[config.mk]
export PLATFORM = sky130hd
export DESIGN_NAME = bcd_mod_counter
export DESIGN_NICKNAME = d
export VERILOG_FILES = /design/src/rtl/bcd_mod_counter.sv
export SDC_FILE = /design/constraint.sdc
export NUM_CORES = 1
export LEC_CHECK = 0
export CAP_MARGIN = 20
export CORE_MARGIN = 10
export CORE_UTILIZATION = 40
export CTS_CLUSTER_DIAMETER = 150
export DETAILED_ROUTE_END_ITERATION = 6
export PLACE_DENSITY_LB_ADDON = 0.2
export SKIP_LAST_GASP = 1
export SLEW_MARGIN = 0
export SYNTH_ARGS = -nofsm -noshare
export SYNTH_HDL_FRONTEND = slang
export SYNTH_SLANG_ARGS = --single-unit
[constraint.sdc]
create_clock -name clk -period 7.6 [get_ports clk]
set_clock_uncertainty 0.05 [all_clocks]
set_input_delay 1.52 -clock clk [delete_from_list [all_inputs] [get_ports clk]]
set_output_delay 1.52 -clock clk [all_outputs]
set_load 0.03 [all_outputs]
[src/rtl/bcd_mod_counter.sv]
// bcd_mod_counter: two-digit BCD modulo counter with range-checked load, registered co/err and combinational tc.
// Define BCD_COUNT_DOWN_EN to build the down-count path selected by dir.
module bcd_mod_counter #(
  parameter int MODULUS = 60
) (
  input  logic       clk,
  input  logic       rst,
  input  logic       en,
  input  logic       dir,
  input  logic       load,
  input  logic [3:0] load_tens,
  input  logic [3:0] load_ones,
  output logic [3:0] tens,
  output logic [3:0] ones,
  output logic       tc,
  output logic       co,
  output logic       err
);
  localparam logic [3:0] TENS_MAX = 4'((MODULUS - 1) / 10);
  localparam logic [3:0] ONES_MAX = 4'((MODULUS - 1) % 10);
  logic [7:0] lv;
  logic       load_ok, at_max, term, nco, nerr;
  logic [3:0] nt, no;
  assign lv      = 8'(load_tens) * 8'd10 + 8'(load_ones);
  assign load_ok = load_tens <= 4'd9 && load_ones <= 4'd9 && lv <= 8'(MODULUS - 1);
  assign at_max  = tens == TENS_MAX && ones == ONES_MAX;
`ifdef BCD_COUNT_DOWN_EN
  logic at_zero;
  assign at_zero = tens == 4'd0 && ones == 4'd0;
  assign term    = dir ? at_zero : at_max;
`else
  logic unused_dir;
  assign unused_dir = dir;
  assign term       = at_max;
`endif
  assign tc = en & ~load & ~rst & term;
  always_comb begin
    nt   = tens;
    no   = ones;
    nco  = 1'b0;
    nerr = 1'b0;
    if (load) begin
      nt   = load_ok ? load_tens : 4'd0;
      no   = load_ok ? load_ones : 4'd0;
      nerr = ~load_ok;
    end else if (en) begin
      nco = term;
`ifdef BCD_COUNT_DOWN_EN
      if (dir) begin
        nt = term ? TENS_MAX : (ones == 4'd0 ? tens - 4'd1 : tens);
        no = term ? ONES_MAX : (ones == 4'd0 ? 4'd9 : ones - 4'd1);
      end else
`endif
      begin
        nt = term ? 4'd0 : (ones == 4'd9 ? tens + 4'd1 : tens);
        no = term ? 4'd0 : (ones == 4'd9 ? 4'd0 : ones + 4'd1);
      end
    end
  end
  always_ff @(posedge clk) begin
    if (rst) begin
      tens <= 4'd0;
      ones <= 4'd0;
      co   <= 1'b0;
      err  <= 1'b0;
    end else begin
      tens <= nt;
      ones <= no;
      co   <= nco;
      err  <= nerr;
    end
  end
endmodule

==> flow_summary.json, run 1 <==
{
  "cts-htree-levels": 1,
  "drc": 0,
  "synth_top_area_share_pct": 21.5,
  "finalPower_mw": 0.158,
  "post-cts-setup-buffer-count": 0,
  "drtAntennaViolNets": 0,
  "ys_types": 41,
  "max_slew_margin_pct": 47.5,
  "fin_nets": 158,
  "worst_slack_ns": 2.38,
  "initial_core_util_pct": 42.1,
  "ys_ff_latch": 10,
  "fillCellCount": 217,
  "synth_edf_count": 0,
  "outcome": "finished clean",
  "postSynthAreaPerCell_um2": 8.39,
  "dp_slack_ns": 2.42,
  "p_leak_nw": 0.445,
  "grt_usage_pct": 10.4,
  "syn_inst": 111,
  "wl_per_cell_um": 14.6,
  "dp.cells": 157,
  "syn_nets": 135,
  "start_kind": "input port",
  "fin_crit_sh_pct": 68.7,
  "synth_top_area_cell": "dfxtp_1",
  "die_y_um": 68.2,
  "finalCriticalPeriod_ns": 5.22,
  "grt_max_degree": 26,
  "fin_cells": 160,
  "mostFrequentLayoutCells": "clkdlybuf4s50_1, dfxtp_1, inv_1, ha_1, nand3_1",
  "setup_violations": 0,
  "clock_latency_ns": 0.26,
  "hold_viol": 0,
  "seq_area_um2": 200,
  "gp_congestion": 0.747,
  "worstPathArrival_ns": 3.65,
  "cts_buffers": 3,
  "multi_input_area_um2": 682,
  "hold_class": "flip-flop to flip-flop",
  "drt-initial-drc-count": 40,
  "synthTopCellsByArea": "dfxtp_1, ha_1, o31ai_1",
  "core_mm2": 0.00221,
  "grt_pass1_wl_um": 3850,
  "clkTransAtPathRegs_ns": 0.06,
  "synthesis.area_um2": 931,
  "yosys.area_share.simple_pct": 25.0,
  "synthAdderAreaFrac_pct": 16.4,
  "row_count": 17,
  "cts_buffer_depth": 2,
  "cts_hold_buf": 0,
  "synth_compound_area_share_pct": 27.2,
  "overflow": 0,
  "synthMuxAreaShare_pct": 0,
  "finalMaxSlewViolations": 0,
  "rsz0062_at_grt": "false",
  "syn_to_final_growth_pct": 28.2,
  "dp_hpwl_um": 1830,
  "worstPathRequired_ns": 6.03,
  "tightest_slew_ns": 0.785,
  "antenna_found_initial": 0,
  "drt_pre_antenna_iters": 4,
  "maxCapViolCount": 0,
  "irDropWorstVdd_v": 0.0000748,
  "synth_ff_type": "dfxtp_1",
  "clock_sinks": 10,
  "die_w_um": 68.2,
  "clk_root_buffer_cell": "clkbuf_4",
  "place.port_buffers": 22,
  "final.setup.tns_ns": 0,
  "cts_tree": "built",
  "cts-resized-gates": 0,
  "fmax_ghz": 0.191,
  "die-area_mm2": 0.00466,
  "synth_xor_area_share_pct": 4.70,
  "critPathKind": "input port to output port",
  "wirelength_um": 2330,
  "async_flop_share_pct": 0,
  "antennaDiodeCount": 0,
  "final_common_cell": "clkdlybuf4s50_1",
  "synth_top_family_by_area": "compound AO/OA/AOI/OAI gates",
  "drive_gt1_share_pct": 5.30,
  "ys_warn_count": 0,
  "powerDensity_mw_per_mm2": 132,
  "io_pins": 24,
  "hold_slack_ns": 0.635,
  "worstPathMaxFanout": 6,
  "ys_seq_area_share_pct": 21.5,
  "endpoint_kind": "output port",
  "grt_pass1_vias": 855,
  "num_vias": 919,
  "viasPerCell": 5.74
}
-- kinds of logic (layout without fill, tap and decap cells) --
family / after synthesis / after routing
flip-flops: 10 / 10
AO/OA/AOI/OAI: 34 / 34
AND/OR/NAND/NOR: 38 / 38
adder cells (fa/ha/maj): 11 / 11
XOR/XNOR: 5 / 5
buffers and inverters: 13 / 34
-- synthesized netlist by cell type (all sizes together) (2+ instances only) --
library cell / n
a21oi: 6
a31oi: 2
clkbuf: 4
dfxtp: 10
fa: 2
ha: 9
inv: 9
nand2: 5
nand2b: 4
nand3: 8
nand4: 2
nor2: 3
nor3: 4
nor4: 2
o21ai: 5
o311ai: 3
o31ai: 7
or3: 3
or4: 2
xnor2: 2
xor2: 3
-- per-layer routing --
metal | up-vias | wire, um | GRT usage [%]
met5 | - | 0 | 0
met4 | 0 | 17 | 4.77
met3 | 2 | 126 | 2.28
met2 | 16 | 1170 | 18.4
met1 | 428 | 1020 | 11.6
li1 | 473 | - | -
-- power by group --
group	switching, mW	leakage (nW)	internal, mW
logic	0.0353	0.349	0.0267
registers	0.00413	0.0820	0.0555
clock network	0.0181	0.0138	0.0183
total	0.0575	0.445	0.100
-- registers in the layout, indices dropped and copies added, names as in the netlist --
signal and cells:
co 1, err 1, ones 4, tens 4
-- final timing paths --
path                         from                   end  slack (ns)  cells past startpoint
max                            en                    tc        2.38                      5
min          tens[3]$_SDFFE_PP0P_  tens[3]$_SDFFE_PP0P_        0.63                      3
max reg2reg  ones[0]$_SDFFE_PP0P_  tens[1]$_SDFFE_PP0P_        5.99                      5
min reg2reg  tens[3]$_SDFFE_PP0P_  tens[3]$_SDFFE_PP0P_        0.63                      3
-- metrics by stage --
step	instance area, um^2	util [%]
detailed placement	1170	52.9
CTS	1190	54.0
global placement	1170	52.9
global route	1190	54.0
floorplan	931	-
finish	1190	54.0
-- area by class of cell --
type / instances / area share [%]
Tap cell: 28 / 2.94
Timing Repair Buffer: 22 / 18.4
Clock buffer: 3 / 1.89
Inverter: 9 / 2.83
Multi-Input combinational cell: 88 / 57.1
Sequential cell: 10 / 16.8
-- worst max-delay path: stages --
cell and delay (ns):
clkdlybuf4s50_1 0.58, nand2_1 0.12, or3_1 0.42, nor4_1 0.28, clkdlybuf4s50_1 0.73
Note: power is estimated with default switching activity, not from simulation.
==> inputs of run 2 (changes only) <==
Clock period 7.6 ns to 4.4 ns, I/O delays scaled along.
==> run 2 against run 1 <==
Against the previous run:
- clock power is 130% higher
- sequential power grew 73%
- critical path type unchanged
- total power grew 86%
- final area up 2.4%
- sequential share of layout area is 0.39 points lower
- register-to-register slack got worse by 3.2 ns
- cell count increased by 1.9%
- setup slack worse by 1.9 ns
- non-clock buffer count is 2 higher
- hold slack improved by 0.0069 ns
- largest cell class unchanged
- sequential cell count stayed put
- highest routed layer unchanged
- critical endpoint unchanged
==> flow_summary.json, run 2 (synthesis gave the netlist of run 1 again) <==
{
  "cts_buffer_depth": 2,
  "antennaDiodeCount": 0,
  "fin_crit_sh_pct": 88.2,
  "clock_sinks": 10,
  "max_slew_margin_pct": 64.5,
  "grt_max_degree": 25,
  "viasPerCell": 5.63,
  "clock_latency_ns": 0.26,
  "irDropWorstVdd_v": 0.000112,
  "critPathKind": "input port to output port",
  "outcome": "finished clean",
  "cp_cell_sequence": "clkdlybuf4s50_1 -> nand2_1 -> or3_1 -> nor4_1 -> clkdlybuf4s50_1",
  "gp_congestion": 0.745,
  "maxCapViolCount": 0,
  "grt_pass1_vias": 830,
  "drt_pre_antenna_iters": 4,
  "critPathTopFamily": "buffers and inverters",
  "finalPower_mw": 0.293,
  "drt-initial-drc-count": 55,
  "initial_core_util_pct": 42.1,
  "worstPathMaxFanout": 6,
  "crit_top_cell": "clkdlybuf4s50_1",
  "num_vias": 918,
  "finalCriticalPeriod_ns": 3.88,
  "start_kind": "input port",
  "hold_viol": 0,
  "largest_registers": "ones: 4 flops, tens: 4 flops",
  "row_count": 17,
  "post-cts-setup-buffer-count": 0,
  "crit_buf_inv": 2,
  "worstPathArrival_ns": 2.95,
  "tightest_slew_ns": 0.528,
  "cp_slowest_stage_delay_ns": 0.73,
  "wl_per_cell_um": 14.0,
  "cts-htree-levels": 1,
  "antenna_found_initial": 0,
  "powerDensity_mw_per_mm2": 240,
  "worstPathRequired_ns": 3.47,
  "die_y_um": 68.2,
  "core_mm2": 0.00221,
  "grt_usage_pct": 10.6,
  "mostFrequentLayoutCells": "clkdlybuf4s50_1, dfxtp_1, inv_1, ha_1, nand3_1",
  "endpoint_kind": "output port",
  "drtAntennaViolNets": 0,
  "multi_input_area_um2": 682,
  "setup_violations": 0,
  "p_leak_nw": 0.461,
  "die-area_mm2": 0.00466,
  "r2r_setup_slack_ns": 2.81,
  "hold_slack_ns": 0.642,
  "clk_root_buffer_cell": "clkbuf_4",
  "cts_hold_buf": 0,
  "grt_pass1_wl_um": 3850,
  "cts-resized-gates": 0,
  "io_pins": 24,
  "clkTransAtPathRegs_ns": 0.06,
  "dp_hpwl_um": 1840,
  "drc": 0,
  "syn_to_final_growth_pct": 31.3,
  "drive_gt1_share_pct": 7.41,
  "final.setup.tns_ns": 0,
  "finalMaxSlewViolations": 0,
  "hold_class": "flip-flop to flip-flop",
  "dp.cells": 159,
  "seq_area_um2": 200,
  "rsz0062_at_grt": "false",
  "cts_buffers": 3,
  "overflow": 0,
  "cts_tree": "built",
  "fin_nets": 160,
  "place.port_buffers": 22,
  "cpMaxStageDelayCell": "clkdlybuf4s50_1",
  "die_w_um": 68.2,
  "final_common_cell": "clkdlybuf4s50_1",
  "fillCellCount": 233,
  "fmax_ghz": 0.258,
  "fin_cells": 163,
  "wirelength_um": 2280
}
## run 2: cell count changes in the layout (fill, tap and decap cells not counted)
cell and delta:
clkbuf_8 +1, buf_4 +2
## run 2: final timing paths
kind / from / to / cells past startpoint
hold / removal: ones[0]$_SDFFE_PP0P_ / ones[0]$_SDFFE_PP0P_ / 3
setup reg to reg: ones[0]$_SDFFE_PP0P_ / tens[1]$_SDFFE_PP0P_ / 5
hold reg to reg: ones[0]$_SDFFE_PP0P_ / ones[0]$_SDFFE_PP0P_ / 3
setup / recovery: en / tc / 5
## run 2: routing by layer
| metal | vias to the layer above | part of all wire (%) | GRT usage [%] |
|---|---|---|---|
| met4 | 0 | 1.6 | 7.29 |
| met5 | - | 0 | 0 |
| met2 | 16 | 49 | 16.5 |
| met1 | 419 | 44 | 13.0 |
| met3 | 2 | 5.2 | 1.96 |
| li1 | 481 | - | - |
## run 2: where the power goes
part / internal (mW) / switching [mW] / leakage (nW)
Sequential: 0.0958 / 0.00714 / 0.0820
Clock: 0.0503 / 0.0326 / 0.0210
Combinational: 0.0473 / 0.0603 / 0.358
Total: 0.193 / 0.100 / 0.461
## run 2: cell type report
type | count | share of cell area (%)
clock buffers | 4 | 2.97
multi-input cells | 88 | 55.8
flip-flops and latches | 10 | 16.4
well taps | 28 | 2.87
repair buffers | 24 | 19.2
inverters | 9 | 2.76
## run 2: worst min-delay path, cell delays in order (launching register included)
cell and delay, ns:
dfxtp_1 0.38, nand2_1 0.12, nand4b_1 0.10, o31ai_1 0.07
## run 2: through the flow
stage	utilization, %	instance area, um^2	setup slack (ns)
final	55.3	1220	0.519
after global routing	55.3	1220	0.363
after CTS	55.3	1220	0.519
after detailed placement	53.6	1190	0.403
after global placement	53.6	1190	0.456
after floorplan	-	931	1.14
==> inputs of run 3 (changes only) <==
Settings changed: CORE_ASPECT_RATIO set to 0.6, PLACE_DENSITY set to 0.7, PLACE_DENSITY_LB_ADDON 0.2 to not set.
Clock period 4.4 ns to 4.3 ns, I/O delays scaled along.
==> run 3 against run 2 <==
Against the previous run:
- setup slack worse by 0.072 ns
- clock-buffer cell count down 1
- total power up 7.0%
- wire length up 7.6%
- sequential cell count unchanged
- register-to-register slack worse by 0.17 ns
- largest cell class unchanged
- non-clock buffer count unchanged
- clock power up 16%
- die area up 1.4%
- hold slack better by 0.011 ns
- sequential power about the same
- via count up 3.6%
==> flow_summary.json, run 3 (synthesis gave the netlist of run 1 again) <==
{
  "maxCapViolCount": 0,
  "start_kind": "input port",
  "top_usage_layer": "met2",
  "cts_buffers": 3,
  "rsz0062_at_grt": "false",
  "grt_max_degree": 26,
  "drive_gt1_share_pct": 6.72,
  "dp_slack_ns": 0.334,
  "overflow": 0,
  "use_met3_pct": 5.16,
  "worstPathMaxFanout": 6,
  "drt-initial-drc-count": 76,
  "cts_buffer_depth": 2,
  "io_pins": 24,
  "critPathKind": "input port to output port",
  "largest_registers": "ones: 4 flops, tens: 4 flops",
  "hold_class": "flip-flop to flip-flop",
  "gp_congestion": 0.785,
  "finalMaxSlewViolations": 0,
  "die-area_mm2": 0.00472,
  "grt_pass1_wl_um": 4200,
  "cts-htree-levels": 1,
  "cp_slowest_stage_delay_ns": 0.71,
  "crit_top_cell": "clkdlybuf4s50_1",
  "syn_to_final_growth_pct": 32.1,
  "cp-startpoint": "en",
  "worstPathArrival_ns": 2.94,
  "clock_latency_ns": 0.23,
  "antenna_found_initial": 0,
  "fin_nets": 160,
  "drtAntennaViolNets": 0,
  "cts-resized-gates": 0,
  "irDropWorstVdd_v": 0.000205,
  "drt_pre_antenna_iters": 4,
  "num_vias": 951,
  "hold_viol": 0,
  "critPathTopFamily": "buffers and inverters",
  "crit_buf_inv": 2,
  "grtUsageMet2_pct": 15.6,
  "grt_usage_pct": 11.0,
  "dp_hpwl_um": 1960,
  "min_from": "tens[3]$_SDFFE_PP0P_",
  "max_slew_margin_pct": 61.3,
  "die_y_um": 57.4,
  "powerDensity_mw_per_mm2": 255,
  "post-cts-setup-buffer-count": 0,
  "row_count": 13,
  "initial_core_util_pct": 42.4,
  "final.setup.tns_ns": 0,
  "outcome": "finished clean",
  "endpoint_kind": "output port",
  "wirelength_um": 2450,
  "tightest_slew_ns": 0.576,
  "clkTransAtPathRegs_ns": 0.05,
  "worstPathRequired_ns": 3.39,
  "die_w_um": 82.3,
  "fin_crit_sh_pct": 89.6,
  "clock_sinks": 10,
  "cpMaxStageDelayCell": "clkdlybuf4s50_1",
  "clk_root_buffer_cell": "clkbuf_8",
  "cp_cell_sequence": "clkdlybuf4s50_1 -> nand2_1 -> or3_1 -> nor4_1 -> clkdlybuf4s50_1",
  "fmax_ghz": 0.260,
  "antennaDiodeCount": 0,
  "setup_violations": 0,
  "drc": 0,
  "grt_pass1_vias": 853,
  "finalCriticalPeriod_ns": 3.85,
  "viasPerCell": 5.80,
  "wl_per_cell_um": 14.9,
  "core_mm2": 0.00220,
  "place.port_buffers": 22,
  "fin_util_pct": 56.0,
  "grtUsageMet1_pct": 15.1,
  "fin_cells": 164,
  "final_common_cell": "clkdlybuf4s50_1",
  "p_leak_nw": 0.462,
  "mostFrequentLayoutCells": "clkdlybuf4s50_1, dfxtp_1, inv_1, ha_1, nand3_1",
  "r2r-start": "ones[0]$_SDFFE_PP0P_",
  "cts_tree": "built",
  "dp.cells": 161,
  "cts_hold_buf": 0,
  "worst_slack_ns": 0.447
}
run 3: routing by layer:
metal	vias to the layer above	share of wire [%]
met5	-	0
met4	0	0.29
met3	2	6.5
met2	19	44
met1	452	49
li1	478	-
run 3: path summary, 6_finish.rpt:
check,end,slack (ns),cells after the start
min,tens[3]$_SDFFE_PP0P_,0.65,3
min reg2reg,tens[3]$_SDFFE_PP0P_,0.65,3
max,tc,0.45,5
max reg2reg,tens[1]$_SDFFE_PP0P_,2.64,5
run 3: area by class of cell:
cell class                 instances  area (um^2)
clock buffer                       3         41.3
fill                             203          966
inverter                           9         33.8
multi-input combinational         88          682
sequential                        10          200
tap                               30         37.5
timing repair buffer              24          235
run 3: where the power goes:
part | leakage, nW | internal (mW) | switching [mW] | total (mW)
combinational | 0.358 | 0.0483 | 0.0632 | 0.111
sequential | 0.0820 | 0.0985 | 0.00787 | 0.106
clock | 0.0216 | 0.0612 | 0.0349 | 0.0960
total | 0.462 | 0.208 | 0.106 | 0.314
run 3: per-stage QoR:
step           hold slack (ns)  total power [mW]  instance area [um^2]
2_1_floorplan            0.701             0.178                   931
3_3_place_gp             0.619             0.216                  1190
3_5_place_dp             0.649             0.219                  1190
4_1_cts                  0.656             0.315                  1230
5_1_grt                  0.689             0.335                  1230
6_report                 0.653             0.314                  1230
run 3: tightest hold or removal path, delay by kind of cell (launching register included):
family / cells / cell delay [ns]
AO/OA/AOI/OAI: 2 / 0.20
flip-flops: 1 / 0.34
AND/OR/NAND/NOR: 1 / 0.11
